`src/rtl/vend_session_arbiter_if.sv`:
```
// Coin-acceptor side and actuator side signals of the shared vending session arbiter.
// The arbiter takes the slave modport; front-end models and actuators take the master modport.
interface vend_session_arbiter_if #(
    parameter int unsigned NREQ = 4
) ();
    localparam int unsigned OW = $clog2(NREQ);

    logic [3*NREQ-1:0] coin;
    logic [NREQ-1:0]   cancel;
    logic              busy;
    logic [OW-1:0]     owner;
    logic [5:0]        credit;
    logic [NREQ-1:0]   reject;
    logic              vend;
    logic              refund;
    logic              chg_pulse;
    logic              chg_done;

    modport master (
        output coin, cancel,
        input  busy, owner, credit, reject, vend, refund, chg_pulse, chg_done
    );

    modport slave (
        input  coin, cancel,
        output busy, owner, credit, reject, vend, refund, chg_pulse, chg_done
    );
endinterface

```
`src/rtl/vend_session_arbiter.sv`:
```
// Round-robin grant of one vending session among NREQ coin acceptors, with credit
// accumulation, vend pulse and 5-rupee change/refund dispensing. All outputs are registered.
module vend_session_arbiter #(
    parameter int unsigned NREQ    = 4,
    parameter int unsigned PRICE   = 25,
    parameter int unsigned TIMEOUT = 15
) (
    input logic                 clock,
    input logic                 reset,
    vend_session_arbiter_if.slave bus
);
    localparam int unsigned OW     = $clog2(NREQ);
    localparam int unsigned TW     = $clog2(TIMEOUT + 1);
    localparam logic [5:0]  PRICE6 = 6'(PRICE);

    typedef enum logic [1:0] {StIdle, StCollect, StVend, StChange} state_e;

    state_e          state_q, state_d;
    logic [OW-1:0]   owner_q, owner_d;
    logic [5:0]      credit_q, credit_d;
    logic [2:0]      chg_cnt_q, chg_cnt_d;
    logic [TW-1:0]   tmo_q, tmo_d;
    logic [NREQ-1:0] reject_q, reject_d;
    logic            busy_q, busy_d;
    logic            vend_q, vend_d;
    logic            refund_q, refund_d;
    logic            pulse_q, pulse_d;
    logic            done_q, done_d;

    logic [NREQ-1:0] present, valid;
    logic            found;
    logic [OW-1:0]   win;
    int unsigned     idx;
    logic [5:0]      win_value, own_value, sum;
    logic [2:0]      own_code;
    logic            own_cancel, own_valid, own_present, go_refund;

    function automatic logic [5:0] coin_value(input logic [2:0] code);
        case (code)
            3'b001:  return 6'd5;
            3'b010:  return 6'd10;
            3'b011:  return 6'd15;
            3'b101:  return 6'd20;
            default: return 6'd0;
        endcase
    endfunction

    always_comb begin
        present = '0;
        valid   = '0;
        for (int i = 0; i < int'(NREQ); i++) begin
            present[i] = bus.coin[3*i +: 3] != 3'b000;
            valid[i]   = coin_value(bus.coin[3*i +: 3]) != 6'd0;
        end
    end

    // Round-robin search starting one past the last owner.
    always_comb begin
        found = 1'b0;
        win   = owner_q;
        idx   = 0;
        for (int unsigned i = 1; i <= NREQ; i++) begin
            idx = (32'(owner_q) + i) % NREQ;
            if (!found && valid[idx]) begin
                found = 1'b1;
                win   = OW'(idx);
            end
        end
    end

    assign win_value   = coin_value(bus.coin[3*win +: 3]);
    assign own_code    = bus.coin[3*owner_q +: 3];
    assign own_value   = coin_value(own_code);
    assign own_present = own_code != 3'b000;
    assign own_valid   = own_value != 6'd0;
    assign own_cancel  = bus.cancel[owner_q];
    assign sum         = credit_q + own_value;

    always_comb begin
        state_d   = state_q;
        owner_d   = owner_q;
        credit_d  = credit_q;
        chg_cnt_d = chg_cnt_q;
        tmo_d     = tmo_q;
        reject_d  = present;
        vend_d    = 1'b0;
        refund_d  = 1'b0;
        pulse_d   = 1'b0;
        done_d    = 1'b0;
        go_refund = 1'b0;

        unique case (state_q)
            StIdle: begin
                if (found) begin
                    reject_d[win] = 1'b0;
                    owner_d       = win;
                    credit_d      = win_value;
                    tmo_d         = '0;
                    if (win_value >= PRICE6) begin
                        state_d   = StVend;
                        vend_d    = 1'b1;
                        chg_cnt_d = 3'((win_value - PRICE6) / 6'd5);
                    end else begin
                        state_d = StCollect;
                    end
                end
            end
            StCollect: begin
                if (own_cancel) begin
                    go_refund = 1'b1;
                end else if (own_valid) begin
                    reject_d[owner_q] = 1'b0;
                    credit_d          = sum;
                    tmo_d             = '0;
                    if (sum >= PRICE6) begin
                        state_d   = StVend;
                        vend_d    = 1'b1;
                        chg_cnt_d = 3'((sum - PRICE6) / 6'd5);
                    end
                end else if (tmo_q == TW'(TIMEOUT - 1)) begin
                    go_refund = 1'b1;
                end else begin
                    tmo_d = tmo_q + TW'(1);
                end
                // Refund starts dispensing in the very next cycle, so the first pulse is here.
                if (go_refund) begin
                    state_d   = StChange;
                    refund_d  = 1'b1;
                    pulse_d   = 1'b1;
                    chg_cnt_d = 3'(credit_q / 6'd5) - 3'd1;
                end
            end
            StVend: begin
                if (chg_cnt_q != 3'd0) begin
                    state_d   = StChange;
                    pulse_d   = 1'b1;
                    chg_cnt_d = chg_cnt_q - 3'd1;
                end else begin
                    state_d  = StIdle;
                    done_d   = 1'b1;
                    credit_d = '0;
                end
            end
            StChange: begin
                if (chg_cnt_q != 3'd0) begin
                    pulse_d   = 1'b1;
                    chg_cnt_d = chg_cnt_q - 3'd1;
                end else begin
                    state_d  = StIdle;
                    done_d   = 1'b1;
                    credit_d = '0;
                end
            end
            default: state_d = StIdle;
        endcase

        // The session is still reported busy during its closing chg_done cycle.
        busy_d = (state_d != StIdle) || done_d;
    end

    always_ff @(posedge clock) begin
        if (reset) begin
            state_q   <= StIdle;
            owner_q   <= OW'(NREQ - 1);
            credit_q  <= '0;
            chg_cnt_q <= '0;
            tmo_q     <= '0;
            reject_q  <= '0;
            busy_q    <= 1'b0;
            vend_q    <= 1'b0;
            refund_q  <= 1'b0;
            pulse_q   <= 1'b0;
            done_q    <= 1'b0;
        end else begin
            state_q   <= state_d;
            owner_q   <= owner_d;
            credit_q  <= credit_d;
            chg_cnt_q <= chg_cnt_d;
            tmo_q     <= tmo_d;
            reject_q  <= reject_d;
            busy_q    <= busy_d;
            vend_q    <= vend_d;
            refund_q  <= refund_d;
            pulse_q   <= pulse_d;
            done_q    <= done_d;
        end
    end

    assign bus.busy      = busy_q;
    assign bus.owner     = owner_q;
    assign bus.credit    = credit_q;
    assign bus.reject    = reject_q;
    assign bus.vend      = vend_q;
    assign bus.refund    = refund_q;
    assign bus.chg_pulse = pulse_q;
    assign bus.chg_done  = done_q;
endmodule
```
`src/flat_wrapper.sv`:
```
// flat-port wrapper written by rule: the top's interface ports become plain ports
module vend_session_arbiter_flat 
#(
    parameter int unsigned NREQ    = 4,
    parameter int unsigned PRICE   = 25,
    parameter int unsigned TIMEOUT = 15
)
  (clock, reset, bus_coin, bus_cancel, bus_busy, bus_owner, bus_credit, bus_reject, bus_vend, bus_refund, bus_chg_pulse, bus_chg_done);
  vend_session_arbiter_if #(.NREQ(NREQ)) bus_i ();
  input logic clock;
  input logic reset;
  input wire logic [$bits(bus_i.coin)-1:0] bus_coin;
  input wire logic [$bits(bus_i.cancel)-1:0] bus_cancel;
  output wire logic [$bits(bus_i.busy)-1:0] bus_busy;
  output wire logic [$bits(bus_i.owner)-1:0] bus_owner;
  output wire logic [$bits(bus_i.credit)-1:0] bus_credit;
  output wire logic [$bits(bus_i.reject)-1:0] bus_reject;
  output wire logic [$bits(bus_i.vend)-1:0] bus_vend;
  output wire logic [$bits(bus_i.refund)-1:0] bus_refund;
  output wire logic [$bits(bus_i.chg_pulse)-1:0] bus_chg_pulse;
  output wire logic [$bits(bus_i.chg_done)-1:0] bus_chg_done;
  assign bus_i.coin = bus_coin;
  assign bus_i.cancel = bus_cancel;
  assign bus_busy = bus_i.busy;
  assign bus_owner = bus_i.owner;
  assign bus_credit = bus_i.credit;
  assign bus_reject = bus_i.reject;
  assign bus_vend = bus_i.vend;
  assign bus_refund = bus_i.refund;
  assign bus_chg_pulse = bus_i.chg_pulse;
  assign bus_chg_done = bus_i.chg_done;
  vend_session_arbiter #(.NREQ(NREQ), .PRICE(PRICE), .TIMEOUT(TIMEOUT)) u_core (.clock(clock), .reset(reset), .bus(bus_i));
endmodule
```
`config.mk`:
```
export PLATFORM = sky130hd
export DESIGN_NAME = vend_session_arbiter_flat
export DESIGN_NICKNAME = d
export VERILOG_FILES = /design/src/rtl/vend_session_arbiter_if.sv /design/src/rtl/vend_session_arbiter.sv /design/src/flat_wrapper.sv
export SDC_FILE = /design/constraint.sdc
export NUM_CORES = 1
export LEC_CHECK = 0
export ABC_CLOCK_PERIOD_IN_PS = 7850
export CAP_MARGIN = 40
export CORE_MARGIN = 1.5
export CORE_UTILIZATION = 56
export CTS_CLUSTER_DIAMETER = 120
export CTS_CLUSTER_SIZE = 8
export DETAILED_ROUTE_END_ITERATION = 10
export HOLD_SLACK_MARGIN = 0.03
export PLACE_DENSITY_LB_ADDON = 0.1
export SKIP_CTS_REPAIR_TIMING = 1
export SYNTH_ARGS = -nofsm -noshare
export SYNTH_HDL_FRONTEND = slang
export SYNTH_SLANG_ARGS = --single-unit
```
`constraint.sdc`:
```
create_clock -name clock -period 7.85 [get_ports clock]
set_input_delay 0.785 -clock clock [delete_from_list [all_inputs] [get_ports clock]]
set_output_delay 0.785 -clock clock [all_outputs]
set_load 0.005 [all_outputs]
```
==> flow_summary.toml <==
[placement]
place_congestion = 0.922
place.port_buffers = 34
hpwl_um = 6870

[sta]
totalNegativeSetupSlack_ps = 0
clock_skew_ps = 4.89
fmaxAchievable_mhz = 204
worst-slew-pin-transition_ps = 826
slew_viol_final = 0
final_min_period_over_clock_period_pct = 62.3
finalSetupViolCount = 0
hold_viol = 0
fin_worst_hold_slack_ps = 501
final_period_minus_worst_setup_slack_ps = 4890
grt_setup_unrepaired = "false"
relative_slew_slack_pct = 44.7

[clock_network]
number_of_sinks_handled_by_clock_tree_synthesis = 26
cts_tree = "built"
cts-htree-levels = 1
cts.clk_slew.worst_paths_ps = 90
clk_root_buffer_cell = "clkbuf_8"
clock_tree.buffer_depth = 2
worstSkewPairLatency_ps = 280
cts_made_buffers = 3

[critical_path]
timing.critical_path.arrival_ps = 5040
crit_path_max_fanout = 8
crit_slowest_cell = "mux4_2"
worst_setup_path_end_kind = "register"
worst_setup_path_start_kind = "primary input"
cp_data_required_time_ps = 8000
r2r_start = "u_core.bus.owner[0]"
timing.reg2reg.worst_path_depth = 12
cell_chain_of_the_critical_path = "clkdlybuf4s50_1 > mux4_2 > nor2b_1 > fa_1 > inv_1 > ha_1 > nand2_1 > and3_1 > xnor2_1 > a32oi_1 > o211a_1 > o311ai_1 > o31ai_1"
worst_path_dominant_cell_family = "adder cells"
timing.critical_path.buf_inv = 2
critical_path.reg2reg.endpoint = "u_core.chg_cnt_q[1]"
timing_worst_setup_path_type = "in -> reg"
cp_slowest_stage_delay_ps = 570
timing.reg2reg.setup_slack_ps = 3090

[global_route]
antenna_found_initial = 0
globalRoute.totalOverflow = 0
grt_start_max_net_pins = 18
wire_length_of_the_first_global_routing_pass_um = 14900
grt_pass1_vias = 3050
grt_use_total_pct = 29.4

[logic_synthesis]
yosysSeqAreaShare_pct = 16.0
synthesis.nets = 463
synth_seq_cells = 26
syn_avg_cell_area_sq_um = 7.71
synth_flop_cell = "dfxtp_1"
async_flop_share_pct = 0
yosys_warnings = 0
synth_cell_types = 78
synth-edff-count = 0
synthCells = 422
synth.cell_area_sq_um = 3250

[worst_hold_path]
min_path_type = "reg -> reg"
min-delay-start = "u_core.chg_cnt_q[1]"
hold_path_depth = 2
min_delay_worst_endpoint = "u_core.chg_cnt_q[1]"

[detailed_routing]
drt-initial-drc-count = 199
wire_per_inst_um = 17.3
drt_pass1_iterations = 6
detail-route-antenna-nets = 0
totalWireLength_um = 8920
post-route-drc-count = 0
via_count = 3384
vias_per_cell = 6.58

[die]
num_io_pins = 35
placement_rows = 27
die-area_sq_um = 6280
floorplan.initialDensity_pct = 58.7
dieHeight_um = 79.2
core_area_sq_um = 5540
floorplan.die.width_um = 79.2

[power]
total_leakage_power_uw = 0.00143
cellPowerDensity_nw_per_um2 = 495
power.ir.vdd_worst_uv = 361

[outcome]
outcome = "completed"

[layout]
drive_gt1_share_pct = 6.33
layout.nets = 484
area_overhead_vs_synth_pct = 12.9
antenna_cells = 0

[flow_run]
maxCapViolations = 0
-- worst max-delay path by stage --
| stage | start | endpoint | slack [ps] | cells past startpoint |
|---|---|---|---|---|
| 5_1_grt | bus_coin[11] | u_core.chg_cnt_q[1] | 2670 | 13 |
| 3_3_place_gp | bus_coin[11] | u_core.chg_cnt_q[1] | 2830 | 13 |
| 4_1_cts | bus_coin[8] | u_core.chg_cnt_q[1] | 2960 | 13 |
| 3_5_place_dp | bus_coin[8] | u_core.chg_cnt_q[1] | 2700 | 13 |
| 6_report | bus_coin[11] | u_core.chg_cnt_q[1] | 2960 | 13 |
| 2_1_floorplan | bus_coin[9] | u_core.chg_cnt_q[1] | 3670 | 15 |
-- power breakdown --
part           internal [uW]  switching (uW)  total (uW)  leakage (uW)
clock network           68.4            46.0         114     0.0000357
registers                170            73.6         244      0.000214
logic                    595             864        1460       0.00118
-- placed cells by master, fill, tap and decap left out, types with 5 or more instances in the layout --
master,synthesis,layout
a21o_1,5,5
a21oi_1,20,20
a221oi_1,6,6
a31oi_1,5,5
and3_1,6,6
clkdlybuf4s50_1,0,34
dfxtp_1,26,26
ha_1,22,22
inv_1,26,26
mux2i_1,10,10
mux4_2,6,6
nand2_1,38,38
nand3_1,13,13
nand4_1,5,5
nor2_1,28,28
nor2b_1,17,17
nor3_1,19,19
o211ai_1,8,8
o21a_1,5,5
o21ai_0,11,11
o21ai_1,9,9
or2_1,5,5
or3_1,9,9
xnor2_1,6,6
-- flip-flops by register name, summed over array words and instances (netlist names) --
register              flops
u_core.bus.credit         6
u_core.bus.reject         4
u_core.tmo_q              4
u_core.chg_cnt_q          3
u_core.bus.owner          2
u_core.state_q            2
u_core.bus.busy           1
u_core.bus.chg_done       1
u_core.bus.chg_pulse      1
u_core.bus.refund         1
u_core.bus.vend           1
-- per-layer routing --
| metal | GRT usage (%) | part of all wire (%) | vias to the layer above |
|---|---|---|---|
| li1 | - | - | 1650 |
| met1 | 41.7 | 46 | 1583 |
| met2 | 47.4 | 46 | 136 |
| met3 | 2.30 | 5.8 | 15 |
| met4 | 8.42 | 1.7 | 0 |
| met5 | 0 | 0 | - |
-- cells by family (layout without fill, tap and decap cells) --
| family | after synthesis | count (layout) | share of synthesized area (%) |
|---|---|---|---|
| AND/OR/NAND/NOR | 166 | 166 | 26.2 |
| AO/OA/AOI/OAI | 132 | 132 | 31.1 |
| buffers and inverters | 45 | 65 | 5.62 |
| flip-flops | 26 | 26 | 16.0 |
| adder cells (fa/ha/maj) | 24 | 24 | 9.38 |
| multiplexers | 20 | 20 | 8.85 |
| XOR/XNOR | 9 | 9 | 2.85 |
-- tightest hold or removal path: stages, from the launching register on --
cell and delay [ps]:
dfxtp_1 310, inv_1 70, o31ai_1 80
-- cells in the mapped netlist (3+ instances only) --
cell type | n | area share, %
o32ai_1 | 3 | 0.81
a2111oi_0 | 3 | 0.81
o211ai_1 | 8 | 1.8
nor3_1 | 19 | 2.9
a21o_1 | 5 | 1.2
a31oi_1 | 5 | 0.96
a22oi_1 | 3 | 0.69
nand2b_1 | 4 | 0.77
or2_1 | 5 | 0.96
mux2i_1 | 10 | 3.1
buf_2 | 8 | 1.2
inv_1 | 26 | 3.0
a221oi_1 | 6 | 1.6
nor3b_1 | 4 | 0.92
mux4_2 | 6 | 4.2
o211a_1 | 4 | 1.2
or3_1 | 9 | 1.7
o2111ai_1 | 3 | 0.81
a41oi_1 | 3 | 0.81
clkbuf_1 | 9 | 1.0
a211oi_1 | 3 | 0.69
nor4_1 | 4 | 0.77
o21ai_1 | 9 | 1.4
and3_1 | 6 | 1.2
dfxtp_1 | 26 | 16
nor2_1 | 28 | 3.2
nor2b_1 | 17 | 3.3
nand3_1 | 13 | 2.0
ha_1 | 22 | 8.5
a32oi_1 | 4 | 1.1
o21ai_0 | 11 | 1.7
nand4_1 | 5 | 0.96
a21oi_1 | 20 | 3.1
a211o_1 | 4 | 1.1
nand2_1 | 38 | 4.4
a221o_1 | 3 | 0.92
o21a_1 | 5 | 1.2
and2_1 | 4 | 0.77
xnor2_1 | 6 | 1.6
o31ai_1 | 3 | 0.69
-- metrics by stage --
stage	instance area, sq um	util [%]	power (uW)	std cells	setup slack (ps)
after detailed placement	3600	65.0	1660	510	2700
after global placement	3600	65.0	1640	510	2830
after global routing	3670	66.3	1980	514	2670
after CTS	3670	66.3	1790	514	2960
final	3670	66.3	1820	514	2960
after floorplan	3250	-	1350	422	3670
-- cell type report --
| type | count | area (sq um) |
|---|---|---|
| Clock buffer | 3 | 41.3 |
| Clock inverter | 1 | 30.0 |
| Fill cell | 479 | 1870 |
| Inverter | 27 | 101 |
| Multi-Input combinational cell | 351 | 2550 |
| Sequential cell | 26 | 520 |
| Tap cell | 72 | 90.1 |
| Timing Repair Buffer | 34 | 340 |
Power figures use the tool's default switching activity.
